**src/rtl/arb_mux_pkg.sv**
```systemverilog
// Shared definitions for the arbitrating mux: packet FSM encoding and channel-index width.
package mux_pkg;

  localparam logic [0:0] IDLE   = 1'b0;
  localparam logic [0:0] LOCKED = 1'b1;

  function automatic int ch_w(input int num_ch);
    return (num_ch > 2) ? $clog2(num_ch) : 1;
  endfunction

endpackage

```
**src/rtl/arb_mux_if.sv**
```systemverilog
// N-channel beat input plus registered beat output of the arbitrating mux.
interface arb_mux_if #(
  parameter int NUM_CH = 4,
  parameter int DATA_W = 8,
  parameter int CH_W   = mux_pkg::ch_w(NUM_CH)
);

  logic [NUM_CH-1:0]        in_valid;
  logic [NUM_CH*DATA_W-1:0] in_data;
  logic [NUM_CH-1:0]        in_last;
  logic [NUM_CH-1:0]        in_ready;
  logic                     out_valid;
  logic [DATA_W-1:0]        out_data;
  logic                     out_last;
  logic [CH_W-1:0]          out_ch;
  logic                     out_ready;

  modport master (
    output in_valid, in_data, in_last, out_ready,
    input  in_ready, out_valid, out_data, out_last, out_ch
  );

  modport slave (
    input  in_valid, in_data, in_last, out_ready,
    output in_ready, out_valid, out_data, out_last, out_ch
  );

endinterface

```
**src/rtl/arb_mux_arbiter.sv**
```systemverilog
// Rotating-priority arbiter: first requester at or above ptr, wrapping; purely combinational.
module rr_arbiter
  import mux_pkg::*;
#(
  parameter int NUM_CH = 4,
  parameter int CH_W   = ch_w(NUM_CH)
) (
  input  logic [NUM_CH-1:0] req,
  input  logic [CH_W-1:0]   ptr,
  output logic [NUM_CH-1:0] gnt,
  output logic [CH_W-1:0]   gnt_idx
);

  logic [CH_W-1:0] cand;
  logic            found;

  always_comb begin
    gnt     = '0;
    gnt_idx = '0;
    found   = 1'b0;
    cand    = '0;
    for (int k = 0; k < NUM_CH; k++) begin
      cand = CH_W'((int'(ptr) + k) % NUM_CH);
      if (!found && req[cand]) begin
        found     = 1'b1;
        gnt[cand] = 1'b1;
        gnt_idx   = cand;
      end
    end
  end

endmodule

```
**src/rtl/arb_mux.sv**
```systemverilog
// Packet-aware N:1 arbitrating mux; one-cycle registered output, one beat per cycle sustained.
// A held output beat (out_valid && !out_ready) drops every in_ready until it drains.
module arb_mux
  import mux_pkg::*;
#(
  parameter int NUM_CH   = 4,
  parameter int DATA_W   = 8,
  parameter int ARB_MODE = 1
) (
  input  logic     clk,
  input  logic     rst_n,
  arb_mux_if.slave bus
);

  localparam int CH_W = ch_w(NUM_CH);
  localparam int OFS_W = $clog2(NUM_CH * DATA_W);

  logic [0:0]        state;
  logic [CH_W-1:0]   lock_ch;
  logic [CH_W-1:0]   ptr;
  logic              run;
  logic              out_valid_q;
  logic              out_last_q;
  logic [DATA_W-1:0] out_data_q;
  logic [CH_W-1:0]   out_ch_q;

  logic [NUM_CH-1:0] arb_gnt;
  logic [CH_W-1:0]   arb_idx;
  logic [NUM_CH-1:0] ready;
  logic [CH_W-1:0]   sel_ch;
  logic [OFS_W-1:0]  sel_ofs;
  logic [DATA_W-1:0] sel_data;
  logic              sel_last;
  logic              load_en;
  logic              xfer;

  rr_arbiter #(
    .NUM_CH (NUM_CH),
    .CH_W   (CH_W)
  ) u_arb (
    .req     (bus.in_valid),
    .ptr     (ptr),
    .gnt     (arb_gnt),
    .gnt_idx (arb_idx)
  );

  assign load_en  = !out_valid_q || bus.out_ready;
  assign sel_ch   = (state == LOCKED) ? lock_ch : arb_idx;
  assign sel_ofs  = OFS_W'(sel_ch) * OFS_W'(DATA_W);
  assign sel_data = bus.in_data[sel_ofs +: DATA_W];
  assign sel_last = bus.in_last[sel_ch];

  // run keeps in_ready low for the first edge after reset release
  always_comb begin
    ready = '0;
    if (run && load_en) begin
      if (state == LOCKED) ready[lock_ch] = 1'b1;
      else                 ready = arb_gnt;
    end
  end

  assign xfer = |(ready & bus.in_valid);

  always_ff @(posedge clk or negedge rst_n) begin
    if (!rst_n) begin
      run         <= 1'b0;
      state       <= IDLE;
      lock_ch     <= '0;
      ptr         <= '0;
      out_valid_q <= 1'b0;
      out_data_q  <= '0;
      out_last_q  <= 1'b0;
      out_ch_q    <= '0;
    end else begin
      run <= 1'b1;
      if (load_en) begin
        out_valid_q <= xfer;
        if (xfer) begin
          out_data_q <= sel_data;
          out_last_q <= sel_last;
          out_ch_q   <= sel_ch;
        end
      end
      if (xfer) begin
        if (state == IDLE && !sel_last) begin
          state   <= LOCKED;
          lock_ch <= sel_ch;
        end else if (state == LOCKED && sel_last) begin
          state <= IDLE;
        end
        // pointer moves only when a packet completes; fixed mode keeps it at 0
        if (ARB_MODE == 1 && sel_last)
          ptr <= (sel_ch == CH_W'(NUM_CH - 1)) ? '0 : sel_ch + 1'b1;
      end
    end
  end

  assign bus.in_ready  = ready;
  assign bus.out_valid = out_valid_q;
  assign bus.out_data  = out_data_q;
  assign bus.out_last  = out_last_q;
  assign bus.out_ch    = out_ch_q;

endmodule

```
**src/flat_wrapper.sv**
```systemverilog
// flat-port wrapper written by rule: the top's interface ports become plain ports
module arb_mux_flat import mux_pkg::*;
#(
  parameter int NUM_CH   = 4,
  parameter int DATA_W   = 8,
  parameter int ARB_MODE = 1
)
  (clk, rst_n, bus_in_valid, bus_in_data, bus_in_last, bus_out_ready, bus_in_ready, bus_out_valid, bus_out_data, bus_out_last, bus_out_ch);
  arb_mux_if #(.NUM_CH(NUM_CH), .DATA_W(DATA_W)) bus_i ();
  input  logic clk;
  input  logic rst_n;
  input wire logic [$bits(bus_i.in_valid)-1:0] bus_in_valid;
  input wire logic [$bits(bus_i.in_data)-1:0] bus_in_data;
  input wire logic [$bits(bus_i.in_last)-1:0] bus_in_last;
  input wire logic [$bits(bus_i.out_ready)-1:0] bus_out_ready;
  output wire logic [$bits(bus_i.in_ready)-1:0] bus_in_ready;
  output wire logic [$bits(bus_i.out_valid)-1:0] bus_out_valid;
  output wire logic [$bits(bus_i.out_data)-1:0] bus_out_data;
  output wire logic [$bits(bus_i.out_last)-1:0] bus_out_last;
  output wire logic [$bits(bus_i.out_ch)-1:0] bus_out_ch;
  assign bus_i.in_valid = bus_in_valid;
  assign bus_i.in_data = bus_in_data;
  assign bus_i.in_last = bus_in_last;
  assign bus_i.out_ready = bus_out_ready;
  assign bus_in_ready = bus_i.in_ready;
  assign bus_out_valid = bus_i.out_valid;
  assign bus_out_data = bus_i.out_data;
  assign bus_out_last = bus_i.out_last;
  assign bus_out_ch = bus_i.out_ch;
  arb_mux #(.NUM_CH(NUM_CH), .DATA_W(DATA_W), .ARB_MODE(ARB_MODE)) u_core (.clk(clk), .rst_n(rst_n), .bus(bus_i));
endmodule
```
**config.mk**
```make
export PLATFORM = sky130hd
export DESIGN_NAME = arb_mux_flat
export DESIGN_NICKNAME = d
export VERILOG_FILES = /design/src/rtl/arb_mux_pkg.sv /design/src/rtl/arb_mux_if.sv /design/src/rtl/arb_mux_arbiter.sv /design/src/rtl/arb_mux.sv /design/src/flat_wrapper.sv
export SDC_FILE = /design/constraint.sdc
export NUM_CORES = 1
export LEC_CHECK = 0
export BUFFER_PORTS_ARGS = -buffer_cell sky130_fd_sc_hd__buf_2
export CORE_ASPECT_RATIO = 0.5
export CORE_UTILIZATION = 42
export CTS_BUF_LIST = sky130_fd_sc_hd__clkbuf_16
export DETAILED_ROUTE_END_ITERATION = 16
export PLACE_DENSITY = 0.76
export SLEW_MARGIN = 30
export SYNTH_ARGS = -nofsm -noshare
export SYNTH_HDL_FRONTEND = slang
export SYNTH_HIERARCHICAL = 1
export SYNTH_SLANG_ARGS = --single-unit
```
**constraint.sdc**
```tcl
create_clock -name clk -period 3.7 [get_ports clk]
set_input_delay 0 -clock clk [delete_from_list [all_inputs] [get_ports clk]]
set_output_delay 0 -clock clk [all_outputs]
set_load 0.01 [all_outputs]
```
==> impl_metrics.tcl <==
set metrics [dict create \
    outcome "complete, no violations" \
    drive_gt1_share_pct 46.2 \
    crit_arrival_ns 3.41 \
    min_path_type "in -> reg" \
    slew_violations 0 \
    ios 59 \
    placed_cells 255 \
    dieArea_mm2 0.00407 \
    ant_nets 0 \
    cap_violations 0 \
    grt.overflow.total 0 \
    n_antenna_cell 0 \
    dr.pass1.iters 4 \
    tritoncts "built" \
    yosys.area.top_type_share_pct 28.2 \
    final_nets 259 \
    syn_avg_cell_area_um2 10.5 \
    grt_max_degree 19 \
    avgRoutedWirePerCell_um 14.0 \
    crit_fanout 7 \
    min_period_over_period_pct 88.7 \
    power.switching_mw 0.723 \
    setup-tns-final_ns 0 \
    fin_util_pct 56.3 \
    yosysWarnings 6 \
    power_frac_seq_pct 20.0 \
    wl_um 3620 \
    drc_errors 0 \
    worstSetupPathType "reg -> reg" \
    worst_skew_pair.late_latency_ns 0.24 \
    synth_edf_count 0 \
    drtIter0Drc 62 \
    cell_internal_pwr_mw 1.05 \
    syn_nets 202 \
    num_vias 1434 \
    post-dp-hpwl_um 2750 \
    ys_types 44 \
    pwr-share-clk_pct 11.6 \
    p_leak_nw 0.938 \
    yosysTopAreaCell "dfrtp_1" \
    stdcell_count 259 \
    antenna_found_initial 0 \
    async_flop_share_pct 100 \
    syn_inst 153 \
    coreArea_mm2 0.00353 \
    gp_congestion 0.792 \
    post-route-min-period_ns 3.28 \
    path_clk_slew_ns 0.05 \
    syn_area_mm2 0.00160 \
    post_cts_buffers 0 \
    fp-row-count 15 \
    syn2layout_area_growth_pct 24.3 \
    worstMarginPinSlew_ns 0.679 \
    ys_top_cells_by_area "dfrtp_1 (28%), mux4_2 (13%), mux2_2 (6.3%), nand2_1 (4.9%), ha_1 (4.7%)" \
    rsz0062_at_grt "false" \
    power.density_mw_per_mm2 893 \
    yosys_register_bits 18 \
    synth_ff_type "dfrtp_1" \
    die_h_um 45.6 \
    grt_pass1_vias 1305 \
    max-slew-margin-rel_pct 54.4 \
    cp.required_ns 3.82 \
    clock.fmax_mhz 305 \
    cts-htree-levels 1 \
    clk_path_buf_depth 2 \
    die_x_um 89.3 \
    swShare_pct 40.7 \
    yosysSeqAreaShare_pct 28.2 \
    grt_pass1_wl_um 6020 \
    clock-sinks 18 \
    cp-end-kind "flip-flop" \
    synth_commonest_cells "nand2_1 (21), dfrtp_1 (18), o21ai_0 (14)" \
    viasPerCell 5.54 \
    fin_worst_skew_ns 0.00345 \
    ctsRootBufferMaster "clkbuf_16" \
    grt_usage_pct 19.8 \
    p_comb_share_pct 68.4 \
    ir_drop_mv 0.344 \
    synth_most_common_cell "nand2_1" \
    startpoint_type "flip-flop" \
    cts-buffers-inserted 3 \
    setup_viol 0 \
    start_util_pct 45.3 \
    power_mw 1.78 \
    hold_viol_final 0 \
    numPortBuffers 58 \
]
## registers in the layout (all words and copies together), names as in the netlist
register / count
u_core/bus.out_last: 1
u_core/state: 1
u_core/bus.out_data: 8
u_core/lock_ch: 2
u_core/run: 1
u_core/bus.out_ch: 2
u_core/ptr: 2
u_core/bus.out_valid: 1
## through the flow
step | setup WS (ns) | hold slack, ns | area, µm²
3_5_place_dp | 0.498 | -0.0498 | 1900
5_1_grt | 0.247 | 0.102 | 1990
3_3_place_gp | 0.606 | -0.0521 | 1900
6_report | 0.418 | 0.0520 | 1990
2_1_floorplan | 0.328 | -0.296 | 1600
4_1_cts | 0.454 | 0.0505 | 1990
## worst max-delay path, stage by stage, from the launching register on
cell	delay, ns
dfrtp_1	0.34
inv_1	0.08
ha_1	0.41
o21ai_0	0.12
o31ai_1	0.58
o31a_1	0.29
mux2i_4	0.13
mux2i_1	0.15
mux2_4	0.29
ha_1	0.28
nor2_1	0.16
mux2_2	0.35
## layout make-up
| cell class | count | area, µm² |
|---|---|---|
| tap | 51 | 63.8 |
| timing repair buffer | 64 | 338 |
| inverter | 4 | 15.0 |
| sequential | 18 | 450 |
| fill | 332 | 1540 |
| clock buffer | 3 | 75.1 |
| multi-input combinational | 119 | 1040 |
## path summary, 6_finish.rpt
| check | cells past startpoint | slack [ns] | from | end |
|---|---|---|---|---|
| max in group asynchronous | 2 | 3.19 | rst_n | u_core/bus.out_data[7] |
| worst min register to register | 2 | 0.48 | u_core/bus.out_ch[0] | u_core/bus.out_ch[0] |
| worst max-delay path | 11 | 0.42 | u_core/ptr[0] | u_core/state |
| worst max register to register | 11 | 0.42 | u_core/ptr[0] | u_core/state |
| min in group asynchronous | 2 | 0.22 | rst_n | u_core/bus.out_data[4] |
| worst min-delay path | 3 | 0.05 | bus_out_ready | u_core/bus.out_valid |
## layout by cell type, fill, tap and decap left out, drive strengths merged, types with 2 or more instances in the layout
master and count:
a21oi 5, inv 4, clkbuf 3, a22oi 2, nor2 7, dfrtp 18, o21ai 14, nand2b 3
nand2 21, nor3b 2, or2 3, ha 6, mux2i 8, mux2 11, buf 63, a221o 4
mux4 11, a31oi 2, o21bai 2, and3b 2
## metal layers
| layer | vias up | global-route usage, % | share of wire, % |
|---|---|---|---|
| li1 | 680 | - | - |
| met1 | 696 | 25.7 | 45 |
| met2 | 48 | 33.7 | 49 |
| met3 | 10 | 3.62 | 4.2 |
| met4 | 0 | 7.62 | 2.5 |
| met5 | - | 0 | 0 |
## cells by family after synthesis
family	Yosys count	share of synthesized area (%)
buffers and inverters	16	6.49
other	1	0.235
AO/OA/AOI/OAI	37	15.8
adder cells (fa/ha/maj)	6	4.69
XOR/XNOR	1	0.548
AND/OR/NAND/NOR	44	14.1
flip-flops	18	28.2
multiplexers	30	30.0
## power by group through the flow
stage                     Combinational [mW]  Clock, mW  Sequential [mW]
final                                   1.21      0.206            0.355
after global routing                    1.32      0.221            0.369
after CTS                               1.22      0.212            0.357
after detailed placement                1.20          0            0.359
after global placement                  1.17          0            0.355
after floorplan                        0.944          0            0.374
## repair_timing
| action | 4_1_cts | 5_1_grt |
|---|---|---|
| hold buffers | 1 | 0 |
| hold endpoints to repair | 18 | 0 |
| resized for setup | 0 | 0 |
Power figures use the tool's default switching activity.
